$ cat config.mk
export PLATFORM = sky130hd
export DESIGN_NAME = uart_recv
export DESIGN_NICKNAME = d
export VERILOG_FILES = /design/src/rtl/uart_recv.sv
export SDC_FILE = /design/constraint.sdc
export NUM_CORES = 1
export LEC_CHECK = 0
export BUFFER_PORTS_ARGS = -buffer_cell sky130_fd_sc_hd__buf_4
export CAP_MARGIN = 0
export CORE_MARGIN = 10
export CORE_UTILIZATION = 50
export DETAILED_ROUTE_END_ITERATION = 16
export PLACE_DENSITY = 0.69
export REMOVE_ABC_BUFFERS = 1
export SLEW_MARGIN = 20
export SYNTH_ARGS = -nofsm -noshare
export SYNTH_HDL_FRONTEND = slang
export SYNTH_SLANG_ARGS = --single-unit
$ cat constraint.sdc
create_clock -name clk -period 1.6 [get_ports clk]
set_input_delay 0.32 -clock clk [delete_from_list [all_inputs] [get_ports clk]]
set_output_delay 0.32 -clock clk [all_outputs]
set_load 0.1 [all_outputs]
$ cat src/rtl/uart_recv.sv
// Purpose : 8N1 UART receiver (LSB first) with 2-flop synchronizer, mid-bit sampling and a one-entry holding register.
// Latency : rx_valid is seen high after edge 3 + HALF_BIT + 9*CLKS_PER_BIT, counting the first edge where s1 captures the start bit as edge 1.
// Backpr. : no stall; a byte that arrives while rx_valid is high overwrites rx_data and sets the sticky rx_overrun flag.
//
// Ports:
//   clk            system clock, rising edge
//   rst_n          asynchronous active-low reset
//   uart_rx        serial line, idle high, asynchronous to clk
//   rx_ack         consumer acknowledge; clears rx_valid and rx_overrun
//   rx_data        last correctly framed byte
//   rx_valid       rx_data holds an unread byte
//   rx_overrun     sticky: a byte arrived while rx_valid was high
//   rx_frame_error one-cycle pulse when the stop bit is sampled low
//   rx_busy        high whenever the receiver is not idle
module uart_recv #(
    parameter int CLK_FREQ  = 50000000,
    parameter int BAUD_RATE = 115200
) (
    input  logic       clk,
    input  logic       rst_n,
    input  logic       uart_rx,
    input  logic       rx_ack,
    output logic [7:0] rx_data,
    output logic       rx_valid,
    output logic       rx_overrun,
    output logic       rx_frame_error,
    output logic       rx_busy
);

    localparam int CLKS_PER_BIT = CLK_FREQ / BAUD_RATE;
    localparam int HALF_BIT     = CLKS_PER_BIT / 2;
    // cnt never exceeds CLKS_PER_BIT-1, which always fits in clog2(CLKS_PER_BIT) bits.
    localparam int CNT_W        = (CLKS_PER_BIT < 4) ? 2 : $clog2(CLKS_PER_BIT);

    localparam logic [CNT_W-1:0] CNT_LAST = CNT_W'(CLKS_PER_BIT - 1);
    localparam logic [CNT_W-1:0] CNT_HALF = CNT_W'(HALF_BIT - 1);

    // Below four clocks per bit the half-bit validation window collapses.
    if (CLKS_PER_BIT < 4) begin : g_bad_baud
        $error("uart_recv: CLKS_PER_BIT must be at least 4");
    end

    typedef enum logic [2:0] {
        IDLE,
        START,
        DATA,
        STOP,
        BREAK
    } state_t;

    state_t           state_q, state_d;
    logic [CNT_W-1:0] cnt_q, cnt_d;
    logic [2:0]       bit_q, bit_d;
    logic [7:0]       shift_q, shift_d;
    logic [7:0]       data_q, data_d;
    logic             valid_q, valid_d;
    logic             ovr_q, ovr_d;
    logic             ferr_q, ferr_d;
    logic             s1_q, s2_q;

    // Reset to the idle line level so reset release never looks like a start bit.
    always_ff @(posedge clk or negedge rst_n) begin
        if (!rst_n) begin
            s1_q <= 1'b1;
            s2_q <= 1'b1;
        end else begin
            s1_q <= uart_rx;
            s2_q <= s1_q;
        end
    end

    always_ff @(posedge clk or negedge rst_n) begin
        if (!rst_n) begin
            state_q <= IDLE;
            cnt_q   <= '0;
            bit_q   <= '0;
            shift_q <= '0;
            data_q  <= '0;
            valid_q <= 1'b0;
            ovr_q   <= 1'b0;
            ferr_q  <= 1'b0;
        end else begin
            state_q <= state_d;
            cnt_q   <= cnt_d;
            bit_q   <= bit_d;
            shift_q <= shift_d;
            data_q  <= data_d;
            valid_q <= valid_d;
            ovr_q   <= ovr_d;
            ferr_q  <= ferr_d;
        end
    end

    always_comb begin
        state_d = state_q;
        cnt_d   = cnt_q + CNT_W'(1);
        bit_d   = bit_q;
        shift_d = shift_q;
        data_d  = data_q;
        valid_d = valid_q;
        ovr_d   = ovr_q;
        ferr_d  = 1'b0;

        if (rx_ack && valid_q) begin
            valid_d = 1'b0;
            ovr_d   = 1'b0;
        end

        case (state_q)
            IDLE: begin
                cnt_d = '0;
                if (!s2_q) state_d = START;
            end
            START: begin
                if (cnt_q == CNT_HALF) begin
                    cnt_d = '0;
                    if (!s2_q) begin
                        state_d = DATA;
                        bit_d   = '0;
                    end else begin
                        state_d = IDLE;
                    end
                end
            end
            DATA: begin
                if (cnt_q == CNT_LAST) begin
                    cnt_d   = '0;
                    shift_d = {s2_q, shift_q[7:1]};
                    if (bit_q == 3'd7) state_d = STOP;
                    else               bit_d   = bit_q + 3'd1;
                end
            end
            STOP: begin
                if (cnt_q == CNT_LAST) begin
                    cnt_d = '0;
                    if (s2_q) begin
                        // An ack in this same cycle lets the new byte replace the
                        // acknowledged one without flagging an overrun.
                        data_d  = shift_q;
                        valid_d = 1'b1;
                        if (valid_q && !rx_ack) ovr_d = 1'b1;
                        state_d = IDLE;
                    end else begin
                        ferr_d  = 1'b1;
                        state_d = BREAK;
                    end
                end
            end
            BREAK: begin
                // Hold off until the line goes idle so a long low level is one event.
                cnt_d = '0;
                if (s2_q) state_d = IDLE;
            end
            default: begin
                state_d = IDLE;
                cnt_d   = '0;
            end
        endcase
    end

    assign rx_data        = data_q;
    assign rx_valid       = valid_q;
    assign rx_overrun     = ovr_q;
    assign rx_frame_error = ferr_q;
    assign rx_busy        = (state_q != IDLE);

endmodule
==> results of run 1 <==
## worst max-delay path: cells and delay by family, from the launching register on
| kind | cells | cell delay, ns |
|---|---|---|
| flops | 1 | 0.42 |
| simple gates | 1 | 0.33 |
| buf+inv | 2 | 0.29 |
## path summary, 6_finish.rpt
kind                            depth (start not counted)  slack, ns       end        from
worst max-delay path                                    3      -0.11   rx_busy  state_q[2]
worst min register to register                          0       0.37      s2_q        s1_q
worst max register to register                          8      -0.05  cnt_q[5]    cnt_q[0]
worst min-delay path                                    1       0.07      s1_q     uart_rx
min in group asynchronous                               2       0.46  cnt_q[4]       rst_n
max in group asynchronous                               2       0.78      s2_q       rst_n
## sequential cells by signal, indices dropped and copies added (netlist names), named ones only
| signal | count |
|---|---|
| s2_q | 1 |
| rx_frame_error | 1 |
| rx_data | 8 |
| shift_q | 8 |
| cnt_q | 9 |
| state_q | 3 |
| s1_q | 1 |
| bit_q | 3 |
| rx_valid | 1 |
## cells by family after synthesis
| family | count (synthesis) | synth area share (%) |
|---|---|---|
| adder cells (fa/ha/maj) | 5 | 3.84 |
| AO/OA/AOI/OAI | 15 | 6.37 |
| XOR/XNOR | 7 | 3.76 |
| buffers and inverters | 7 | 1.84 |
| AND/OR/NAND/NOR | 42 | 16.4 |
| flip-flops | 36 | 55.4 |
| multiplexers | 18 | 12.4 |
## per-stage QoR
step	worst slack, ns	power, mW	cells	utilization [%]
floorplan	-0.0642	0.937	126	-
global placement	-0.0484	0.960	202	62.8
detailed placement	-0.0878	0.962	202	62.8
CTS	-0.132	1.60	215	68.9
global route	-0.161	1.64	218	70.1
finish	-0.110	1.57	218	70.1
## per-layer routing
layer	global-route usage, %	wire length (um)
met4	6.20	70
met5	0	0
met1	14.3	1490
met3	4.08	172
met2	19.1	1680
## power by group
part           internal (mW)  switching, mW
clock network          0.328          0.301
registers              0.914        0.00277
logic                0.00922         0.0197
## Yosys cell counts, drive strengths merged (2+ instances only)
cell and n:
nor3b 3, o21ai 3, xor2 5, nand4b 4
xnor2 2, ha 5, nand4 2, nand3 4
nor2 13, dfrtp 34, a21oi 6, buf 3
mux2 17, nand2 5, a22o 2, nor2b 2
inv 3, dfstp 2
## timing repair
action,in CTS,in global routing
setup endpoints to repair,32,34
hold buffers,1,0
pin swaps,2,6
buffers inserted,4,2
gates resized for setup,19,5
cloned,0,1
endpoints found under the hold margin,34,0
## layout make-up
| class | count | area [sq um] | area share (%) |
|---|---|---|---|
| clock inverter | 2 | 35.0 | 1.62 |
| timing repair buffer | 39 | 340 | 15.8 |
| tap | 44 | 55.1 | 2.55 |
| multi-input combinational | 88 | 771 | 35.7 |
| inverter | 3 | 11.3 | 0.522 |
| clock buffer | 6 | 41.3 | 1.91 |
| sequential | 36 | 903 | 41.9 |
## cells in the final DEF, fill, tap and decap left out, drive strengths merged
| master | count |
|---|---|
| o41ai | 1 |
| nor2b | 2 |
| inv | 3 |
| a22o | 2 |
| nor3b | 3 |
| o21bai | 1 |
| nand4b | 4 |
| or2 | 1 |
| a21o | 1 |
| nand3 | 5 |
| xnor2 | 2 |
| nand2b | 1 |
| mux2 | 17 |
| bufinv | 1 |
| nand4bb | 1 |
| o22a | 1 |
| ha | 5 |
| clkinv | 1 |
| o21ai | 3 |
| and4bb | 1 |
| or3 | 1 |
| nand2 | 5 |
| dlygate4sd3 | 1 |
| dfrtp | 34 |
| and4 | 1 |
| clkbuf | 6 |
| nor3 | 1 |
| and4b | 1 |
| nand4 | 2 |
| nand3b | 1 |
| buf | 38 |
| a21oi | 6 |
| dfstp | 2 |
| nor2 | 13 |
| mux2i | 1 |
| xor2 | 5 |
==> results.ini, run 1 <==
[routing]
wl_um = 3410
drc = 0
drt_iter0_drc = 60
first_pass_iters = 4
wl_per_cell_um = 15.6
post_drt_via_cell_ratio = 5.45
vias = 1188
antenna_left = 0

[place]
gp_congestion = 0.821
io_buffers = 15
postPlaceCellArea_sq_um = 1930
dp_hpwl_um = 2290

[cts]
h-tree-depth = 2
path_clk_slew_ns = 0.11
root_buffer = clkbuf_4
worstSkewPairLatency_ns = 0.35
clock_sinks = 36
cts_tree = yes
ctsLongestPathBuffers = 2
cts_made_buffers = 5

[timing]
setup_viol = 19
finClkSkew_ns = 0.0143
final.setup.tns_ns = -0.725
fin_crit_ns = 1.71
final-hold-violation-count = 0
max_freq_mhz = 585
period_share_pct = 107
tightestPinTransition_ns = 0.447
slew_headroom_pct = 70.2
rsz0062_at_grt = yes
hold_ws_ns = 0.0729
setup_slack_ns = -0.110
finalMaxSlewViolations = 0

[yosys]
synth_cell_types = 35
synth_flop_cell = dfrtp_1
syn_avg_cell_area_sq_um = 12.5
netlist_area_sq_um = 1630
yosys_warnings = 0
synth.top_cell.area_share_pct = 52.2
synth_enable_flop_cells = 0
yosys-top-cells-area = dfrtp_1 (52%), mux2_2 (12%), ha_1 (3.8%), dfstp_2 (3.2%), nor2_1 (3.0%)
ys_seq_elements = 36
synthCells = 130
synth_area_leader_cell = dfrtp_1
async_reset_ff_share_pct = 100
ys_seq_area_share_pct = 55.4

[pwr]
leakagePower_nw = 1.06
vdd_ir_drop_max_uv = 1160
power_density_nw_per_um2 = 730

[finish]
area_delta_synth_final_pct = 32.3
fill_cells = 235
drive_above_1_share_pct = 48.9
antenna_cells = 0
final_area_sq_um = 2160
fin_nets = 182

[critical_path]
path_class = reg -> out
cp.required_ns = 1.28
arrival_ns = 1.39
crit_fanout = 2
cp_cell_sequence = buf_6 -> or3_4 -> buf_12
cp-start-kind = flip-flop
slowest_delay_ns = 0.42
worstSetupEndpointType = output pin
cp_slowest_cell = dfrtp_1

[die]
io_pins = 16
dieHeight_um = 77.1
die_w_um = 77.1
start_util_pct = 53.0
rows = 20
dieArea_sq_um = 5940
coreArea_sq_um = 3080

[grt]
grt_pass1_wl_um = 5870
grt-ovfl-total = 0
track_usage_pct = 12.1
antenna_found_initial = 0
grt_max_degree = 37
grt_pass1_vias = 1227

[run]
max_cap_viol_count = 0

[status]
status = finished, violations left
violations = setup timing

[min_path]
min_path_type = in -> reg

No activity file was read; power rests on OpenSTA's default activity.
==> run 2: changes to the inputs <==
CORE_ASPECT_RATIO = 2   (was not set)
==> results.ini, run 2 (synthesis gave the netlist of run 1 again) <==
[status]
status = finished, violations left
violations = setup timing

[die]
dieArea_sq_um = 6080  ; +2.3%
start_util_pct = 51.6  ; -1.3 points
coreArea_sq_um = 3160  ; +2.6%
die_w_um = 60.4  ; -22%
dieHeight_um = 101  ; +31%
io_pins = 16  ; unchanged
rows = 29  ; +45%

[finish]
antenna_cells = 0  ; unchanged
top_register = cnt_q
final_cell_mix = buf_4 (35), dfrtp_1 (31), mux2_2 (17)
fin_nets = 182  ; unchanged
finalCoreUtilization_pct = 68.5  ; -1.6 points
largest_reg_flops = 9  ; unchanged
final_common_cell = buf_4
area_delta_synth_final_pct = 32.6
drive_above_1_share_pct = 51.7  ; +2.9 points

[critical_path]
cp_cell_sequence = buf_6 -> or3_4 -> buf_12
r2r.worst_path.cells = 7  ; -1
cpLargestDelayFamily = flip-flops
cp-start-kind = flip-flop
cp_slowest_cell = dfrtp_2
path_class = reg -> out
worstReg2RegEnd = bit_q[0]
worst-path-buf-inv = 2  ; unchanged
r2r_start = cnt_q[0]
slowest_delay_ns = 0.42  ; about the same
arrival_ns = 1.34  ; -0.05 ns
rrSetupSlack_ns = -0.05  ; about the same
cp.required_ns = 1.28  ; about the same
crit_fanout = 2  ; unchanged
worstSetupEndpointType = output pin

[grt]
antenna_found_initial = 0  ; unchanged
grt_max_degree = 37  ; unchanged
grt_pass1_vias = 1327  ; +8.1%
grt-ovfl-total = 0  ; unchanged
track_usage_pct = 12.7  ; +0.56 points
grt_pass1_wl_um = 5910  ; +0.60%

[timing]
setup_viol = 7  ; -12
final.setup.tns_ns = -0.141  ; +0.583 ns
rsz0062_at_grt = yes
max_freq_mhz = 603  ; +3.2%
hold_ws_ns = 0.133  ; +0.0597 ns
period_share_pct = 104  ; -3.3 points
tightestPinTransition_ns = 0.454  ; +0.00722 ns
final-hold-violation-count = 0  ; unchanged
setup_slack_ns = -0.0575  ; +0.0528 ns
finalMaxSlewViolations = 0  ; unchanged
fin_crit_ns = 1.66  ; -0.0528 ns
finClkSkew_ns = 0.00603  ; -0.00825 ns
slew_headroom_pct = 69.7  ; -0.48 points

[place]
gp_congestion = 0.813  ; -0.96%
io_buffers = 15  ; unchanged
dp_hpwl_um = 2470  ; +7.8%

[pwr]
vdd_ir_drop_max_uv = 712  ; -39%
total_power_mw = 1.60  ; +1.5%
power_density_nw_per_um2 = 739  ; +1.3%
leakagePower_nw = 1.07  ; +0.67%

[cts]
h-tree-depth = 2  ; unchanged
worstSkewPairLatency_ns = 0.29  ; -0.06 ns
clock_sinks = 36  ; unchanged
path_clk_slew_ns = 0.08  ; -0.03 ns
root_buffer = clkbuf_8
ctsLongestPathBuffers = 2  ; unchanged
cts_made_buffers = 5  ; unchanged
cts_tree = yes

[routing]
drc = 0  ; unchanged
wl_um = 3520  ; +3.3%
vias = 1155  ; -2.8%
antenna_left = 0  ; unchanged
first_pass_iters = 4  ; unchanged
wl_per_cell_um = 17.2  ; +9.8%
post_drt_via_cell_ratio = 5.63  ; +3.4%
drt_iter0_drc = 9  ; -85%

[min_path]
min_path_type = in -> reg
hp-start = uart_rx
holdPathEnd = s1_q
min_path_cells = 1  ; unchanged

[run]
max_cap_viol_count = 0  ; unchanged

-- run 2: changes by cell type in the layout (fill, tap and decap cells not counted), sizes merged --
cell      delta
clkinvlp     +2
buf          +1
bufinv       -1
clkbuf       -1
nand3        -1
-- run 2: worst max-delay path by stage --
| stage | start | endpoint | slack (ns) | cells after the start |
|---|---|---|---|---|
| 6_report | state_q[1] | rx_busy | -0.06 | 3 |
| 5_1_grt | cnt_q[0] | bit_q[0] | -0.13 | 7 |
| 4_1_cts | state_q[1] | rx_busy | -0.06 | 3 |
| 3_5_place_dp | cnt_q[1] | rx_data[6] | -0.08 | 6 |
| 3_3_place_gp | cnt_q[6] | bit_q[0] | -0.03 | 5 |
| 2_1_floorplan | cnt_q[1] | rx_data[0] | -0.06 | 5 |
-- run 2: report_power, final --
| group | switching, mW | internal (mW) | total (mW) |
|---|---|---|---|
| logic | 0.0218 | 0.0108 | 0.0327 |
| registers | 0.00115 | 0.914 | 0.915 |
| clock network | 0.343 | 0.308 | 0.651 |
-- run 2: through the flow --
step,worst slack (ns),area (sq um),std cells
global route,-0.127,2160,205
floorplan,-0.0642,1610,126
finish,-0.0575,2160,205
global placement,-0.0268,1930,191
CTS,-0.0635,2120,204
detailed placement,-0.0787,1930,191
-- run 2: cell type report --
type	count	area, sq um
Clock buffer	5	68.8
Clock inverter	3	23.8
Fill cell	236	995
Inverter	3	11.3
Multi-Input combinational cell	87	768
Sequential cell	36	907
Tap cell	31	38.8
Timing Repair Buffer	40	344
-- run 2: what timing repair did --
item	in CTS	in global routing
buffers inserted	4	1
endpoints found under the hold margin	34	0
cloned	0	0
gates resized for setup	13	13
endpoints found under the setup margin	13	34
pin swaps	5	3
hold buffers	1	0
-- run 2: worst reg2reg max path: stages (launching register included) --
cell and delay, ns:
dfrtp_1 0.40, inv_1 0.07, ha_2 0.17, nand4b_1 0.12, o41ai_2 0.21, buf_4 0.17, nand3b_1 0.13, mux2_2 0.29
-- run 2: layer usage --
metal | global-route usage [%] | vias up | wire length (um)
li1 | - | 545 | -
met1 | 12.4 | 582 | 1280
met2 | 22.0 | 18 | 2010
met3 | 3.41 | 10 | 110
met4 | 7.99 | 0 | 123
met5 | 0 | - | 0
